==> src/rtl/register_serializer_pkg.sv <==
// Shared types and sizing helpers for the register serializer.
package register_serializer_pkg;

  typedef enum logic {
    IDLE  = 1'b0,
    SHIFT = 1'b1
  } state_e;

  localparam int unsigned DEFAULT_WIDTH = 32;

  function automatic int unsigned cnt_width(input int unsigned width);
    return (width <= 2) ? 1 : $clog2(width);
  endfunction

endpackage

==> src/rtl/register_serializer_if.sv <==
// Parallel load and 1-bit valid/ready serial link for the register serializer.
interface register_serializer_if
  import register_serializer_pkg::*;
#(
  parameter int unsigned WIDTH = DEFAULT_WIDTH
);
  logic [WIDTH-1:0] D;
  logic [WIDTH-1:0] Q;
  logic             E;
  logic             Busy;
  logic             SerOut;
  logic             SerValid;
  logic             SerReady;
  logic             Done;

  modport master (
    output D, E, SerReady,
    input  Q, Busy, SerOut, SerValid, Done
  );

  modport slave (
    input  D, E, SerReady,
    output Q, Busy, SerOut, SerValid, Done
  );
endinterface

==> src/rtl/register_serializer_bit_counter.sv <==
// Sync-reset up-counter that saturates at WIDTH-1 and flags the terminal value.
module bit_counter
  import register_serializer_pkg::*;
#(
  parameter int unsigned WIDTH = DEFAULT_WIDTH
) (
  input  logic                        Clock,
  input  logic                        Reset,
  input  logic                        clear,
  input  logic                        inc,
  output logic [cnt_width(WIDTH)-1:0] count,
  output logic                        last
);
  localparam int unsigned CW = cnt_width(WIDTH);

  logic [CW-1:0] count_q;
  logic [CW-1:0] count_d;

  assign last  = (count_q == CW'(WIDTH - 1));
  assign count = count_q;

  always_comb begin
    count_d = count_q;
    if (clear) begin
      count_d = '0;
    end else if (inc && !last) begin
      count_d = count_q + 1'b1;
    end
  end

  always_ff @(posedge Clock) begin
    if (Reset) begin
      count_q <= '0;
    end else begin
      count_q <= count_d;
    end
  end
endmodule

==> src/rtl/register_serializer.sv <==
// Captures a word on a load strobe and streams it out one bit per valid/ready handshake.
module register_serializer
  import register_serializer_pkg::*;
#(
  parameter int unsigned WIDTH     = DEFAULT_WIDTH,
  parameter bit          MSB_FIRST = 1'b1
) (
  input  logic                  Clock,
  input  logic                  Reset,
  register_serializer_if.slave  bus
);
  localparam int unsigned CW = cnt_width(WIDTH);

  state_e           state_q, state_d;
  logic [WIDTH-1:0] shift_q, shift_d;
  logic [WIDTH-1:0] q_q, q_d;
  logic             busy_q, busy_d;
  logic             valid_q, valid_d;
  logic             done_q, done_d;

  logic [CW-1:0]    count;
  logic             last;
  logic             clear;
  logic             inc;

  bit_counter #(.WIDTH(WIDTH)) u_bit_counter (
    .Clock (Clock),
    .Reset (Reset),
    .clear (clear),
    .inc   (inc),
    .count (count),
    .last  (last)
  );

  // The output end of the shift register is the serial bit itself, so SerOut is
  // a flop output and reads 0 whenever the register has been drained or reset.
  assign bus.SerOut   = MSB_FIRST ? shift_q[WIDTH-1] : shift_q[0];
  assign bus.Q        = q_q;
  assign bus.Busy     = busy_q;
  assign bus.SerValid = valid_q;
  assign bus.Done     = done_q;

  always_comb begin
    state_d = state_q;
    shift_d = shift_q;
    q_d     = q_q;
    busy_d  = busy_q;
    valid_d = valid_q;
    done_d  = 1'b0;
    clear   = 1'b0;
    inc     = 1'b0;
    unique case (state_q)
      IDLE: begin
        if (bus.E) begin
          state_d = SHIFT;
          shift_d = bus.D;
          q_d     = bus.D;
          busy_d  = 1'b1;
          valid_d = 1'b1;
          clear   = 1'b1;
        end
      end
      SHIFT: begin
        if (valid_q && bus.SerReady) begin
          inc = 1'b1;
          if (last) begin
            state_d = IDLE;
            shift_d = '0;
            busy_d  = 1'b0;
            valid_d = 1'b0;
            done_d  = 1'b1;
          end else if (MSB_FIRST) begin
            shift_d = {shift_q[WIDTH-2:0], 1'b0};
          end else begin
            shift_d = {1'b0, shift_q[WIDTH-1:1]};
          end
        end
      end
      default: state_d = IDLE;
    endcase
  end

  always_ff @(posedge Clock) begin
    if (Reset) begin
      state_q <= IDLE;
      shift_q <= '0;
      q_q     <= '0;
      busy_q  <= 1'b0;
      valid_q <= 1'b0;
      done_q  <= 1'b0;
    end else begin
      state_q <= state_d;
      shift_q <= shift_d;
      q_q     <= q_d;
      busy_q  <= busy_d;
      valid_q <= valid_d;
      done_q  <= done_d;
    end
  end

  always_ff @(posedge Clock) begin
    if (!Reset) begin
      a_count_range: assert (count <= CW'(WIDTH - 1));
    end
  end
endmodule

==> src/flat_wrapper.sv <==
// flat-port wrapper written by rule: the top's interface ports become plain ports
module register_serializer_flat import register_serializer_pkg::*;
#(
  parameter int unsigned WIDTH     = DEFAULT_WIDTH,
  parameter bit          MSB_FIRST = 1'b1
)
  (Clock, Reset, bus_D, bus_E, bus_SerReady, bus_Q, bus_Busy, bus_SerOut, bus_SerValid, bus_Done);
  register_serializer_if #(.WIDTH(WIDTH)) bus_i ();
  input  logic Clock;
  input  logic Reset;
  input wire logic [$bits(bus_i.D)-1:0] bus_D;
  input wire logic [$bits(bus_i.E)-1:0] bus_E;
  input wire logic [$bits(bus_i.SerReady)-1:0] bus_SerReady;
  output wire logic [$bits(bus_i.Q)-1:0] bus_Q;
  output wire logic [$bits(bus_i.Busy)-1:0] bus_Busy;
  output wire logic [$bits(bus_i.SerOut)-1:0] bus_SerOut;
  output wire logic [$bits(bus_i.SerValid)-1:0] bus_SerValid;
  output wire logic [$bits(bus_i.Done)-1:0] bus_Done;
  assign bus_i.D = bus_D;
  assign bus_i.E = bus_E;
  assign bus_i.SerReady = bus_SerReady;
  assign bus_Q = bus_i.Q;
  assign bus_Busy = bus_i.Busy;
  assign bus_SerOut = bus_i.SerOut;
  assign bus_SerValid = bus_i.SerValid;
  assign bus_Done = bus_i.Done;
  register_serializer #(.WIDTH(WIDTH), .MSB_FIRST(MSB_FIRST)) u_core (.Clock(Clock), .Reset(Reset), .bus(bus_i));
endmodule
==> config.mk <==
export PLATFORM = sky130hd
export DESIGN_NAME = register_serializer_flat
export DESIGN_NICKNAME = d
export VERILOG_FILES = /design/src/rtl/register_serializer_pkg.sv /design/src/rtl/register_serializer_if.sv /design/src/rtl/register_serializer_bit_counter.sv /design/src/rtl/register_serializer.sv /design/src/flat_wrapper.sv
export SDC_FILE = /design/constraint.sdc
export NUM_CORES = 1
export LEC_CHECK = 0
export ABC_AREA = 1
export BUFFER_PORTS_ARGS = -buffer_cell sky130_fd_sc_hd__buf_4
export CAP_MARGIN = 10
export CORE_MARGIN = 1.5
export CORE_UTILIZATION = 52
export CTS_CLUSTER_SIZE = 40
export DETAILED_ROUTE_END_ITERATION = 10
export GPL_TIMING_DRIVEN = 0
export PLACE_DENSITY_LB_ADDON = 0.2
export RECOVER_POWER = 25
export SYNTH_ARGS = -nofsm -noshare
export SYNTH_HDL_FRONTEND = slang
export SYNTH_SLANG_ARGS = --single-unit
==> constraint.sdc <==
create_clock -name Clock -period 1.87 [get_ports Clock]
set_input_delay 0.2805 -clock Clock [delete_from_list [all_inputs] [get_ports Clock]]
set_output_delay 0.2805 -clock Clock [all_outputs]
set_load 0.01 [all_outputs]
== Word level (Yosys, flattened, before mapping) ==
Index checks and enable logic that the tools add are counted.

* Output and inout port bits: 36
* Flip-flop bits (word level): 72
* Input bits: 36
* Word-level logic and storage cells: 37

* Equality and inequality tests: 4
* Muxes and demuxes: 16
* Bitwise logic cells: 2
* Reduce and logical (&&, ||, !) cells: 8
* Add/subtract/negate cells: 1

{| class="wikitable"
|+ Operators by type and width
! kind !! number
|-
| 2-to-1 mux 32 bit || 3
|-
| one-hot mux 32 bit (2 select lines) || 1
|-
| 2-to-1 mux 1 bit || 10
|-
| inequality test 2 bit (second input constant) || 3
|-
| adder 5 x 1 -> 5 bit (second input constant) || 1
|-
| equality test 5 bit (second input constant) || 1
|-
| one-hot mux 1 bit (2 select lines) || 2
|-
| AND reduction 2 bit || 2
|-
| AND reduction 3 bit || 1
|-
| OR reduction 3 bit || 1
|-
| logical AND 1 bit || 2
|-
| inverter 1 bit || 2
|-
| OR reduction 2 bit || 1
|-
| zero test 1 bit || 1
|}

== Depth between registers and ports, before layout ==
Gate-level depths: netlist (run 1).

* Depth in word-level cells: 4
* Depth in mapped cells: 10

== Cells and area by module ==
Synthesis (run 1) repeated with hierarchy kept, for this count alone.

* Cell total of the unflattened synthesis: 468
* Area total of the unflattened synthesis: 3258.1 µm²

{| class="wikitable"
|+ By module, submodules not included
! module !! times used !! area an instance (µm²) !! cells each !! seq. area each (µm²)
|-
| register_serializer || 1 || 3007.9 || 434 || 1341.3
|-
| bit_counter || 1 || 250.2 || 34 || 100.1
|}

== Least setup slack after synthesis (run 1) ==
OpenSTA, ideal clock, no wires.

* Path kind: register to register
* From: reg u_core.u_bit_counter.count_q[0] (netlist: u_core.u_bit_counter.count[0])
* To: reg u_core.shift_q[3]
* Slack: 0.320 ns
* Setup time: 0.064 ns
* Data arrival time: 1.486 ns
* Path buffers: 1
* Cell stages (with the launch flop): 11
* Path through: dfxtp_1 > ha_1 > nand2_1 > nor2_1 > ha_1 > inv_1 > buf_1 > nand3_1 > o21ai_0 > nor2_1 > nor2_1

* Word-level cells in the longest chain between the ends: 4

{| class="wikitable"
|+ RTL lines
! what !! line !! RTL
|-
| start: declaration || register_serializer_bit_counter.sv:16 || <nowiki>logic [CW-1:0] count_q;</nowiki>
|-
| start signal: assignment || register_serializer_bit_counter.sv:35 || <nowiki>count_q <= count_d;</nowiki>
|-
| equality test 5 bit || register_serializer_bit_counter.sv:19 || <nowiki>assign last = (count_q == CW'(WIDTH - 1));</nowiki>
|-
| net u_core.last || register_serializer.sv:22 || <nowiki>logic last;</nowiki>
|-
| 2-to-1 mux 32 bit || register_serializer.sv:66 || <nowiki>if (last) begin</nowiki>
|-
| 2-to-1 mux 32 bit || register_serializer.sv:64 || <nowiki>if (valid_q && bus.SerReady) begin</nowiki>
|-
| one-hot mux 32 bit (2 select lines) || register_serializer.sv:52 || <nowiki>unique case (state_q)</nowiki>
|-
| end signal: assignment || register_serializer.sv:93 || <nowiki>shift_q <= shift_d;</nowiki>
|-
| end: declaration || register_serializer.sv:15 || <nowiki>logic [WIDTH-1:0] shift_q, shift_d;</nowiki>
|}

The timed path passes the listed nets, and every way through them passes these cells. The select of a mux whose other input is x is not followed.
A chain may end at the register's enable or synchronous reset.

== Final worst setup path (run 1) ==
* From: reg u_core.u_bit_counter.count_q[1] (netlist: u_core.u_bit_counter.count[1])
* To: reg u_core.shift_q[11]

The elaborated chain is that of the path after synthesis.

==> flow_metrics.py, run 1 <==
metrics = {
    "setup_path": {
        "cp_max_fo": 10,
        "cp.required_ns": 2.11,
        "endpoint_kind": "flop",
        "crit_path_start_kind": "flop",
        "r2r_setup_slack_ns": 0.14,
        "crit_path_start": "u_core.u_bit_counter.count[1]",
        "rr_startpoint": "u_core.u_bit_counter.count[1]",
        "critPathKind": "reg2reg",
        "crit_arrival_ns": 1.96,
        "r2r_cells": 10,
    },
    "power": {
        "pwr-share-comb_pct": 13.2,
        "ir_drop_mv": 0.587,
        "power.density_mw_per_mm2": 936,
        "leakagePower_nw": 1.66,
        "switching_share_pct": 25.7,
        "power_frac_seq_pct": 50.3,
        "pwr-share-clk_pct": 36.5,
        "p_int_mw": 2.51,
        "p_switching_mw": 0.869,
    },
    "synthesis": {
        "ys_seq_elements": 72,
        "seq_area_frac_synth_pct": 50.0,
        "synth_cells": 396,
        "synth_warnings": 0,
        "syn_avg_cell_area_sq_um": 7.27,
        "synth_area_sq_mm": 0.00288,
        "synth.top_cell.area_share_pct": 50.0,
        "ys_types": 19,
        "syn-num-nets": 435,
        "synth.area.top_cells": "dfxtp_1 50%, nand2_1 12%, nor2_1 9.0%",
        "yosysTopAreaCell": "dfxtp_1",
    },
    "clock_network": {
        "cts_buffers": 9,
        "cts_tree": "done",
        "clock-sinks": 72,
        "cts_buffer_depth": 2,
        "clock_latency_ns": 0.34,
        "hold_buffers": 0,
        "cts_htree_levels": 3,
        "clk_pin_slew_ns": 0.07,
        "root_buffer": "clkbuf_8",
    },
    "grt": {
        "overflow": 0,
        "grt_pass1_wl_um": 11600,
        "grt_usage_pct": 24.2,
        "grt_pass1_vias": 2607,
        "grt_max_degree": 12,
        "antenna_found_initial": 0,
    },
    "hold_path": {
        "hold_class": "in2reg",
        "whs_path_depth": 3,
        "hp-start": "bus_D[14]",
    },
    "drt": {
        "vias": 2857,
        "drtIter0Drc": 239,
        "first_pass_iters": 5,
        "avgRoutedWirePerCell_um": 12.6,
        "drc_errors": 0,
        "vias_per_cell": 5.18,
        "drt.antenna.violating_nets": 0,
        "wl_um": 6940,
    },
    "timing": {
        "setup_viol": 0,
        "fin_crit_ns": 1.73,
        "worst_pin_slew_ns": 0.497,
        "rsz0062_at_grt": "no",
        "timing.slew.headroom_pct": 66.9,
        "timing.fmax_ghz": 0.579,
        "slew_viol_final": 0,
        "hold_violations": 0,
        "timing.hold.ws_ns": 0.219,
        "period_share_pct": 92.3,
        "final.setup_skew_ns": 0.00505,
    },
    "die": {
        "rows": 26,
        "core-area_sq_mm": 0.00524,
        "die_h_um": 77.4,
        "start_util_pct": 55.0,
        "die_w_um": 77.4,
        "io_pins": 72,
        "dieArea_sq_mm": 0.00599,
    },
    "run": {
        "maxCapViolations": 0,
    },
    "cells_and_area": {
        "layout-drive-gt1-share_pct": 17.2,
        "multi_input_area_sq_mm": 0.00127,
        "fin_util_pct": 68.9,
        "layout.nets": 516,
        "seqCellArea_sq_mm": 0.00144,
        "syn_to_final_growth_pct": 25.3,
        "fill_cells": 476,
        "n_antenna_cell": 0,
        "design_area_sq_mm": 0.00361,
    },
    "placement": {
        "place_hpwl_um": 4770,
        "gp_congestion": 0.790,
        "placedInstanceArea_sq_mm": 0.00349,
        "portBuffers": 70,
    },
    "status": {
        "outcome": "completed",
    },
}
==> layout make-up <==
cell class | count | share of cell area [%]
Clock inverter | 3 | 1.11
Tap cell | 70 | 2.43
Clock buffer | 13 | 4.40
Buffer | 25 | 3.36
Timing Repair Buffer | 70 | 12.0
Multi-Input combinational cell | 283 | 35.1
Sequential cell | 72 | 40.0
Inverter | 16 | 1.66
==> flip-flops by register name, indices dropped and copies added (netlist names) <==
register	cells
u_core.shift_q	32
u_core.bus.SerValid	1
u_core.u_bit_counter.count	5
u_core.bus.Q	32
u_core.bus.Done	1
u_core.state_q	1
==> final timing paths <==
path | to
worst max-delay path | u_core.shift_q[11]
worst min-delay path | u_core.bus.Q[14]
worst max register to register | u_core.shift_q[11]
worst min register to register | u_core.bus.Q[10]
==> synth_stat cells <==
| cell type | count |
|---|---|
| a21oi_1 | 5 |
| buf_1 | 3 |
| buf_2 | 11 |
| buf_4 | 2 |
| clkbuf_1 | 9 |
| dfxtp_1 | 72 |
| ha_1 | 3 |
| inv_1 | 12 |
| inv_2 | 4 |
| nand2_1 | 93 |
| nand2_2 | 1 |
| nand2_4 | 1 |
| nand3_1 | 34 |
| nand4_1 | 2 |
| nor2_1 | 69 |
| nor3_1 | 1 |
| o21ai_0 | 51 |
| o21ai_1 | 16 |
| o31ai_1 | 7 |
==> worst max-delay path, stage by stage (launching register included) <==
cell,delay [ns]
dfxtp_1,0.37
ha_1,0.21
nand2_1,0.08
nor2_2,0.12
ha_1,0.18
inv_1,0.11
clkbuf_4,0.21
nand3_1,0.10
nand2_1,0.06
nor2_1,0.12
nor2_1,0.06
==> stage by stage <==
| stage | setup TNS [ns] | instances | setup slack (ns) | power (mW) |
|---|---|---|---|---|
| 2_1_floorplan | 0 | 396 | 0.320 | 1.99 |
| 3_3_place_gp | 0 | 536 | 0.0343 | 2.18 |
| 3_5_place_dp | -0.0147 | 536 | -0.00561 | 2.20 |
| 4_1_cts | 0 | 552 | 0.0685 | 3.40 |
| 5_1_grt | 0 | 552 | 0.000224 | 3.51 |
| 6_report | 0 | 552 | 0.144 | 3.38 |
==> layer usage <==
| metal | vias to the layer above | global-route usage, % | part of all wire, % |
|---|---|---|---|
| met1 | 1327 | 30.3 | 46 |
| met5 | - | 0 | 0 |
| met2 | 71 | 39.8 | 47 |
| met4 | 0 | 13.8 | 1.6 |
| li1 | 1448 | - | - |
| met3 | 11 | 3.41 | 4.6 |
==> power groups by stage <==
stage / Combinational [mW] / Clock [mW] / Sequential (mW)
after floorplan: 0.251 / 0 / 1.74
after global placement: 0.458 / 0 / 1.73
after detailed placement: 0.467 / 0 / 1.73
after CTS: 0.472 / 1.24 / 1.70
after global routing: 0.505 / 1.30 / 1.71
final: 0.447 / 1.23 / 1.70
==> cell usage in the layout (no fill, tap or decap), types with 2 or more instances in the layout <==
master / netlist / layout
a21oi_1: 5 / 5
buf_2: 11 / 13
buf_4: 2 / 47
clkbuf_1: 9 / 35
clkbuf_8: 0 / 11
clkinv_2: 0 / 2
dfxtp_1: 72 / 71
ha_1: 3 / 3
inv_1: 12 / 12
inv_2: 4 / 4
nand2_1: 93 / 93
nand3_1: 34 / 34
nand4_1: 2 / 2
nor2_1: 69 / 68
o21ai_0: 51 / 51
o21ai_1: 16 / 16
o31ai_1: 7 / 7
==> timing repair <==
item | in CTS | in global routing
cloned | 0 | 0
gates resized for setup | 3 | 4
buffers inserted | 0 | 0
endpoints found under the setup margin | 20 | 29
==> kinds of logic (layout without fill, tap and decap cells) <==
kind of cell | Yosys count | in the layout | synth area share (%)
AO/OA/AOI/OAI | 79 | 79 | 14.3
adder cells (fa/ha/maj) | 3 | 3 | 1.30
buffers and inverters | 41 | 127 | 6.08
flip-flops | 72 | 72 | 50.0
AND/OR/NAND/NOR | 201 | 201 | 28.2
No activity file was read; power rests on OpenSTA's default activity.
==> inputs of run 2 (changes only) <==
- PLACE_DENSITY: default -> 0.78
- PLACE_DENSITY_LB_ADDON: 0.2 -> default
- RECOVER_POWER: 25 -> default
==> run 2 against run 1 <==
  * Sequential share of layout area down 1.0 points
  * Utilization grew 1.9 points
  * Register-to-register slack gained 0.04 ns
  * Global-route usage grew 0.19 points
  * Clock skew increased by 0.0034 ns
  * Clock power is essentially flat
  * First-iteration DRC count fell by 0.42%
  * Critical path depth stayed put
  * Routed wire length is 0.45% lower
  * Die area unchanged
  * Sequential cell count is the same
  * Combinational power increased by 5.1%
==> flow_metrics.py, run 2 (synthesis results as in run 1) <==
metrics = {
    "status": {
        "outcome": "completed",
    },
    "timing": {
        "tns_ns": 0,
        "setup_viol": 0,
        "fin_crit_ns": 1.69,
        "slew_viol_final": 0,
        "hold_violations": 0,
        "timing.fmax_ghz": 0.593,
        "period_share_pct": 90.1,
        "worst_pin_slew_ns": 0.496,
        "final.setup_skew_ns": 0.00841,
        "rsz0062_at_grt": "no",
        "timing.slew.headroom_pct": 66.9,
    },
    "drt": {
        "drtIter0Drc": 238,
        "vias_per_cell": 5.12,
        "vias": 2824,
        "drt.antenna.violating_nets": 0,
        "wl_um": 6900,
        "avgRoutedWirePerCell_um": 12.5,
        "drc_errors": 0,
        "first_pass_iters": 4,
    },
    "run": {
        "maxCapViolations": 0,
    },
    "cells_and_area": {
        "most-common-layout-cells": "93 x nand2_1, 72 x buf_4, 70 x dfxtp_1",
        "mostFrequentLayoutCell": "nand2_1",
        "layout-drive-gt1-share_pct": 22.8,
        "syn_to_final_growth_pct": 28.7,
        "layout.nets": 516,
        "n_antenna_cell": 0,
        "fin_util_pct": 70.8,
    },
    "setup_path": {
        "path_buf_inv": 2,
        "cp_slowest_stage_delay_ns": 0.38,
        "cpMostUsedCell": "nor2_1",
        "crit_arrival_ns": 1.92,
        "endpoint_kind": "flop",
        "critPathKind": "reg2reg",
        "crit_path_start_kind": "flop",
        "path_delay_family": "simple AND/OR/NAND/NOR gates",
        "slowest_stage": "dfxtp_2",
        "cp_max_fo": 10,
        "crit_path_cell_trace": "ha_2 > nand2_1 > nor2_2 > ha_1 > inv_1 > clkbuf_4 > nand3_1 > o21ai_0 > nor2_1 > nor2_1",
        "r2r_setup_slack_ns": 0.18,
        "cp.required_ns": 2.10,
    },
    "clock_network": {
        "clock_latency_ns": 0.34,
        "cts_htree_levels": 3,
        "cts_buffer_depth": 2,
        "root_buffer": "clkbuf_8",
        "cts_tree": "done",
        "clk_pin_slew_ns": 0.08,
        "hold_buffers": 0,
        "cts_setup_buffers": 0,
        "clock-sinks": 72,
        "cts_buffers": 9,
    },
    "die": {
        "core-area_sq_mm": 0.00524,
        "start_util_pct": 55.0,
        "rows": 26,
        "dieArea_sq_mm": 0.00599,
        "die_h_um": 77.4,
        "die_w_um": 77.4,
        "io_pins": 72,
    },
    "grt": {
        "grt_max_degree": 12,
        "antenna_found_initial": 0,
        "overflow": 0,
        "grt_usage_pct": 24.4,
        "grt_pass1_vias": 2708,
        "grt_pass1_wl_um": 11900,
    },
    "placement": {
        "place_hpwl_um": 4820,
        "portBuffers": 70,
        "gp_congestion": 0.786,
    },
    "power": {
        "leakagePower_nw": 1.76,
        "ir_drop_mv": 0.531,
        "power.density_mw_per_mm2": 916,
        "power_frac_seq_pct": 50.0,
        "p_int_mw": 2.53,
        "p_switching_mw": 0.864,
        "switching_share_pct": 25.4,
        "pwr-share-comb_pct": 13.8,
        "pwr-share-clk_pct": 36.2,
    },
    "hold_path": {
        "hold_class": "in2reg",
    },
}
==> run 2: layout make-up <==
cell class	instances	area, sq um
plain buffers	25	121
clock buffers	13	159
clock inverters	3	40.0
fillers	471	1530
inverters	16	60.1
multi-input cells	283	1270
flip-flops and latches	72	1440
well taps	70	87.6
repair buffers	70	526
==> run 2: layer usage <==
| metal | global-route usage (%) | wire, um |
|---|---|---|
| met2 | 39.8 | 3310 |
| met1 | 31.3 | 3130 |
| met4 | 12.2 | 138 |
| met5 | 0 | 0 |
| met3 | 3.88 | 320 |
==> run 2: path summary, 6_finish.rpt <==
path                                 start  depth (start not counted)                end
min                              bus_D[15]                          3   u_core.bus.Q[15]
max reg2reg  u_core.u_bit_counter.count[0]                         10  u_core.shift_q[3]
min reg2reg                u_core.bus.Q[0]                          2    u_core.bus.Q[0]
max          u_core.u_bit_counter.count[0]                         10  u_core.shift_q[3]
==> run 2: timing repair <==
action | CTS | global route
endpoints found under the setup margin | 11 | 29
resized for setup | 1 | 9
endpoints found under the hold margin | 0 | 0
==> run 2: stage by stage <==
step	instances	area [sq um]	worst slack [ns]	total power [mW]	hold WS, ns
3_3_place_gp	536	3490	0.0432	2.19	0.441
4_1_cts	552	3690	0.000371	3.41	0.205
3_5_place_dp	536	3490	-0.0230	2.20	0.446
6_report	552	3710	0.185	3.40	0.212
5_1_grt	552	3710	0.00467	3.54	0.227
2_1_floorplan	396	2880	0.320	1.99	0.438
==> run 2: power groups by stage <==
stage / Clock, mW / Sequential, mW / Combinational, mW
4_1_cts: 1.25 / 1.69 / 0.473
6_report: 1.23 / 1.70 / 0.470
2_1_floorplan: 0 / 1.74 / 0.251
3_5_place_dp: 0 / 1.73 / 0.470
5_1_grt: 1.30 / 1.71 / 0.531
3_3_place_gp: 0 / 1.73 / 0.460
==> run 2: tightest hold or removal path, stage by stage <==
cell and delay, ns:
buf_4 0.08, nand2_1 0.05, o21ai_1 0.10
==> inputs of run 3 (changes only) <==
- CORE_UTILIZATION: 52 -> 54
- PLACE_DENSITY: 0.78 -> 0.79
- SYNTH_HIERARCHICAL: default -> 1
==> run 3 against run 2 <==
  * Routed wire length grew 13%
  * Register-to-register slack lost 0.02 ns
  * Global-route usage grew 1.2 points
  * Critical endpoint is now u_core/shift_q[23]
  * Highest routed layer unchanged
==> flow_metrics.py, run 3 <==
metrics = {
    "status": {
        "outcome": "completed",
    },
    "setup_path": {
        "crit_path_start": "u_core/u_bit_counter/count[0]",
        "crit_arrival_ns": 1.94,
        "cp_max_fo": 10,
        "path_buf_inv": 3,
        "cp.required_ns": 2.10,
        "crit_path_start_kind": "flop",
        "path_delay_family": "simple AND/OR/NAND/NOR gates",
        "cpMostUsedCell": "nor2_1",
        "critPathKind": "reg2reg",
        "endpoint_kind": "flop",
        "r2r_setup_slack_ns": 0.16,
        "cp_slowest_stage_delay_ns": 0.39,
        "rr_startpoint": "u_core/u_bit_counter/count[0]",
        "crit_path_cell_trace": "ha_1 > inv_1 > nor2_1 > ha_1 > inv_1 > clkbuf_2 > nand3_1 > nand2_1 > nor2_1 > nor2_1",
        "rr_endpoint": "u_core/shift_q[23]",
        "slowest_stage": "dfxtp_1",
        "r2r_cells": 10,
    },
    "grt": {
        "overflow": 0,
        "antenna_found_initial": 0,
        "grt_usage_pct": 25.6,
        "grt_pass1_vias": 2913,
        "grt_pass1_wl_um": 12900,
        "grt_max_degree": 12,
    },
    "cells_and_area": {
        "most-common-layout-cells": "134 x nor2_1, 104 x nand2_1, 73 x buf_4",
        "layout-drive-gt1-share_pct": 21.5,
        "mostFrequentLayoutCell": "nor2_1",
        "stdcell_count": 628,
        "n_antenna_cell": 0,
        "design_area_sq_mm": 0.00405,
        "layout.nets": 588,
        "fill_cells": 548,
        "multi_input_area_sq_mm": 0.00157,
        "syn_to_final_growth_pct": 24.3,
        "seqCellArea_sq_mm": 0.00144,
    },
    "drt": {
        "vias": 3244,
        "drt.antenna.violating_nets": 0,
        "wl_um": 7810,
        "drtIter0Drc": 151,
        "drc_errors": 0,
        "vias_per_cell": 5.17,
        "avgRoutedWirePerCell_um": 12.4,
        "first_pass_iters": 4,
    },
    "run": {
        "maxCapViolations": 0,
    },
    "synthesis": {
        "synthMuxAreaShare_pct": 0,
        "synth-compound-area-share_pct": 6.37,
        "synthTopCellsByCount": "134 x nor2_1, 104 x nand2_1, 72 x dfxtp_1",
        "yosysMostFrequentCell": "nor2_1",
        "synth_adder_area_share_pct": 0.768,
        "synth_area_sq_mm": 0.00326,
        "synth-simple-area-share_pct": 41.1,
        "synth-edff-count": 0,
        "syn-num-nets": 506,
        "synth.top_cell.area_share_pct": 44.2,
        "ys_types": 24,
        "synth_cells": 468,
        "synth_warnings": 6,
        "synth.area.top_cells": "dfxtp_1 44%, nor2_1 15%, nand2_1 12%",
        "synth-xor-area-share_pct": 0,
        "ys_seq_elements": 72,
        "seq_area_frac_synth_pct": 44.2,
        "synth_top_family_by_area": "simple AND/OR/NAND/NOR gates",
        "yosysTopAreaCell": "dfxtp_1",
        "synth-main-ff-cell": "dfxtp_1",
        "syn_avg_cell_area_sq_um": 6.96,
        "synthArstFlopShare_pct": 0,
    },
    "die": {
        "rows": 28,
        "start_util_pct": 55.4,
        "dieArea_sq_mm": 0.00651,
        "core-area_sq_mm": 0.00589,
        "die_h_um": 80.7,
        "die_w_um": 80.7,
        "io_pins": 72,
    },
    "hold_path": {
        "whs_path_depth": 2,
        "hp-start": "Reset",
        "hold_class": "in2reg",
        "hold_end": "u_core/bus.SerValid",
    },
    "clock_network": {
        "cts_buffers": 9,
        "clk_pin_slew_ns": 0.07,
        "cts_buffer_depth": 2,
        "clock-sinks": 72,
        "clock_latency_ns": 0.33,
        "cts_setup_buffers": 0,
        "cts_htree_levels": 3,
        "root_buffer": "clkbuf_8",
        "cts_tree": "done",
    },
    "timing": {
        "tns_ns": 0,
        "worst_pin_slew_ns": 0.451,
        "period_share_pct": 91.5,
        "fin_crit_ns": 1.71,
        "rsz0062_at_grt": "no",
        "setup_viol": 0,
        "hold_violations": 0,
        "timing.slew.headroom_pct": 69.9,
        "slew_viol_final": 0,
        "final.setup_skew_ns": 0.00872,
        "timing.fmax_ghz": 0.585,
        "timing.final.ws_setup_ns": 0.160,
        "timing.hold.ws_ns": 0.167,
    },
    "placement": {
        "gp_congestion": 0.803,
        "portBuffers": 71,
        "placedInstanceArea_sq_mm": 0.00388,
        "place_hpwl_um": 5470,
        "dp_cells": 614,
        "dp_slack_ns": 0.0404,
    },
    "power": {
        "leakagePower_nw": 2.00,
        "power.density_mw_per_mm2": 875,
        "ir_drop_mv": 0.443,
    },
}
==> run 3: cell count changes after synthesis, sizes merged, moves of 5 or more <==
| cell | change |
|---|---|
| o21ai | -32 |
| nand3b | +30 |
| nor2 | +67 |
| o31ai | -7 |
| nand2 | +11 |
| inv | -5 |
| buf | +8 |
==> run 3: routing by layer <==
layer  GRT usage [%]  wire (um)
met1            31.6       3520
met2            43.1       3790
met3            4.77        363
met4            11.4        129
met5               0          0
==> run 3: power by group <==
part | switching, mW | internal (mW) | total (mW)
logic | 0.417 | 0.347 | 0.764
registers | 0.0677 | 1.67 | 1.74
clock network | 0.538 | 0.501 | 1.04
total | 1.02 | 2.52 | 3.54
==> run 3: layout make-up <==
| type | count | share of cell area (%) |
|---|---|---|
| clock inverters | 3 | 0.494 |
| inverters | 12 | 1.17 |
| repair buffers | 71 | 13.2 |
| flip-flops and latches | 72 | 35.6 |
| multi-input cells | 351 | 38.8 |
| plain buffers | 33 | 4.91 |
| well taps | 75 | 2.32 |
| clock buffers | 11 | 3.49 |
==> run 3: worst max path at each step <==
stage	end	slack, ns	cells past startpoint
after floorplan	u_core/shift_q[15]	0.38	10
after global placement	u_core/shift_q[26]	0.1	10
after detailed placement	u_core/shift_q[28]	0.04	10
after CTS	u_core/shift_q[30]	0.008	10
after global routing	u_core/shift_q[24]	0.01	10
final	u_core/shift_q[23]	0.16	10
==> run 3: cell families (layout without fill, tap and decap cells) <==
kind of cell               after synthesis  in the layout
DFF                                     72             72
and+or+nand+nor                        308            308
adders and majority gates                2              2
buffers and inverters                   45            130
AOI/OAI and AO/OA                       41             41
==> run 3: through the flow <==
stage	util (%)	total power [mW]
finish	68.8	3.54
floorplan	-	2.25
global placement	66.0	2.51
global route	68.8	3.74
CTS	68.8	3.57
detailed placement	66.0	2.53
==> run 3: repair_timing <==
action                                  CTS  global route
endpoints found under the setup margin    0            20
resized for setup                         0             5
hold buffers                              0             0
==> run 3: worst register-to-register path, stage by stage (launching register included) <==
cell      delay, ns
dfxtp_1        0.39
ha_1           0.19
inv_1          0.05
nor2_1         0.12
ha_1           0.22
inv_1          0.11
clkbuf_2       0.21
nand3_1        0.11
nand2_1        0.05
nor2_1         0.11
nor2_1         0.05
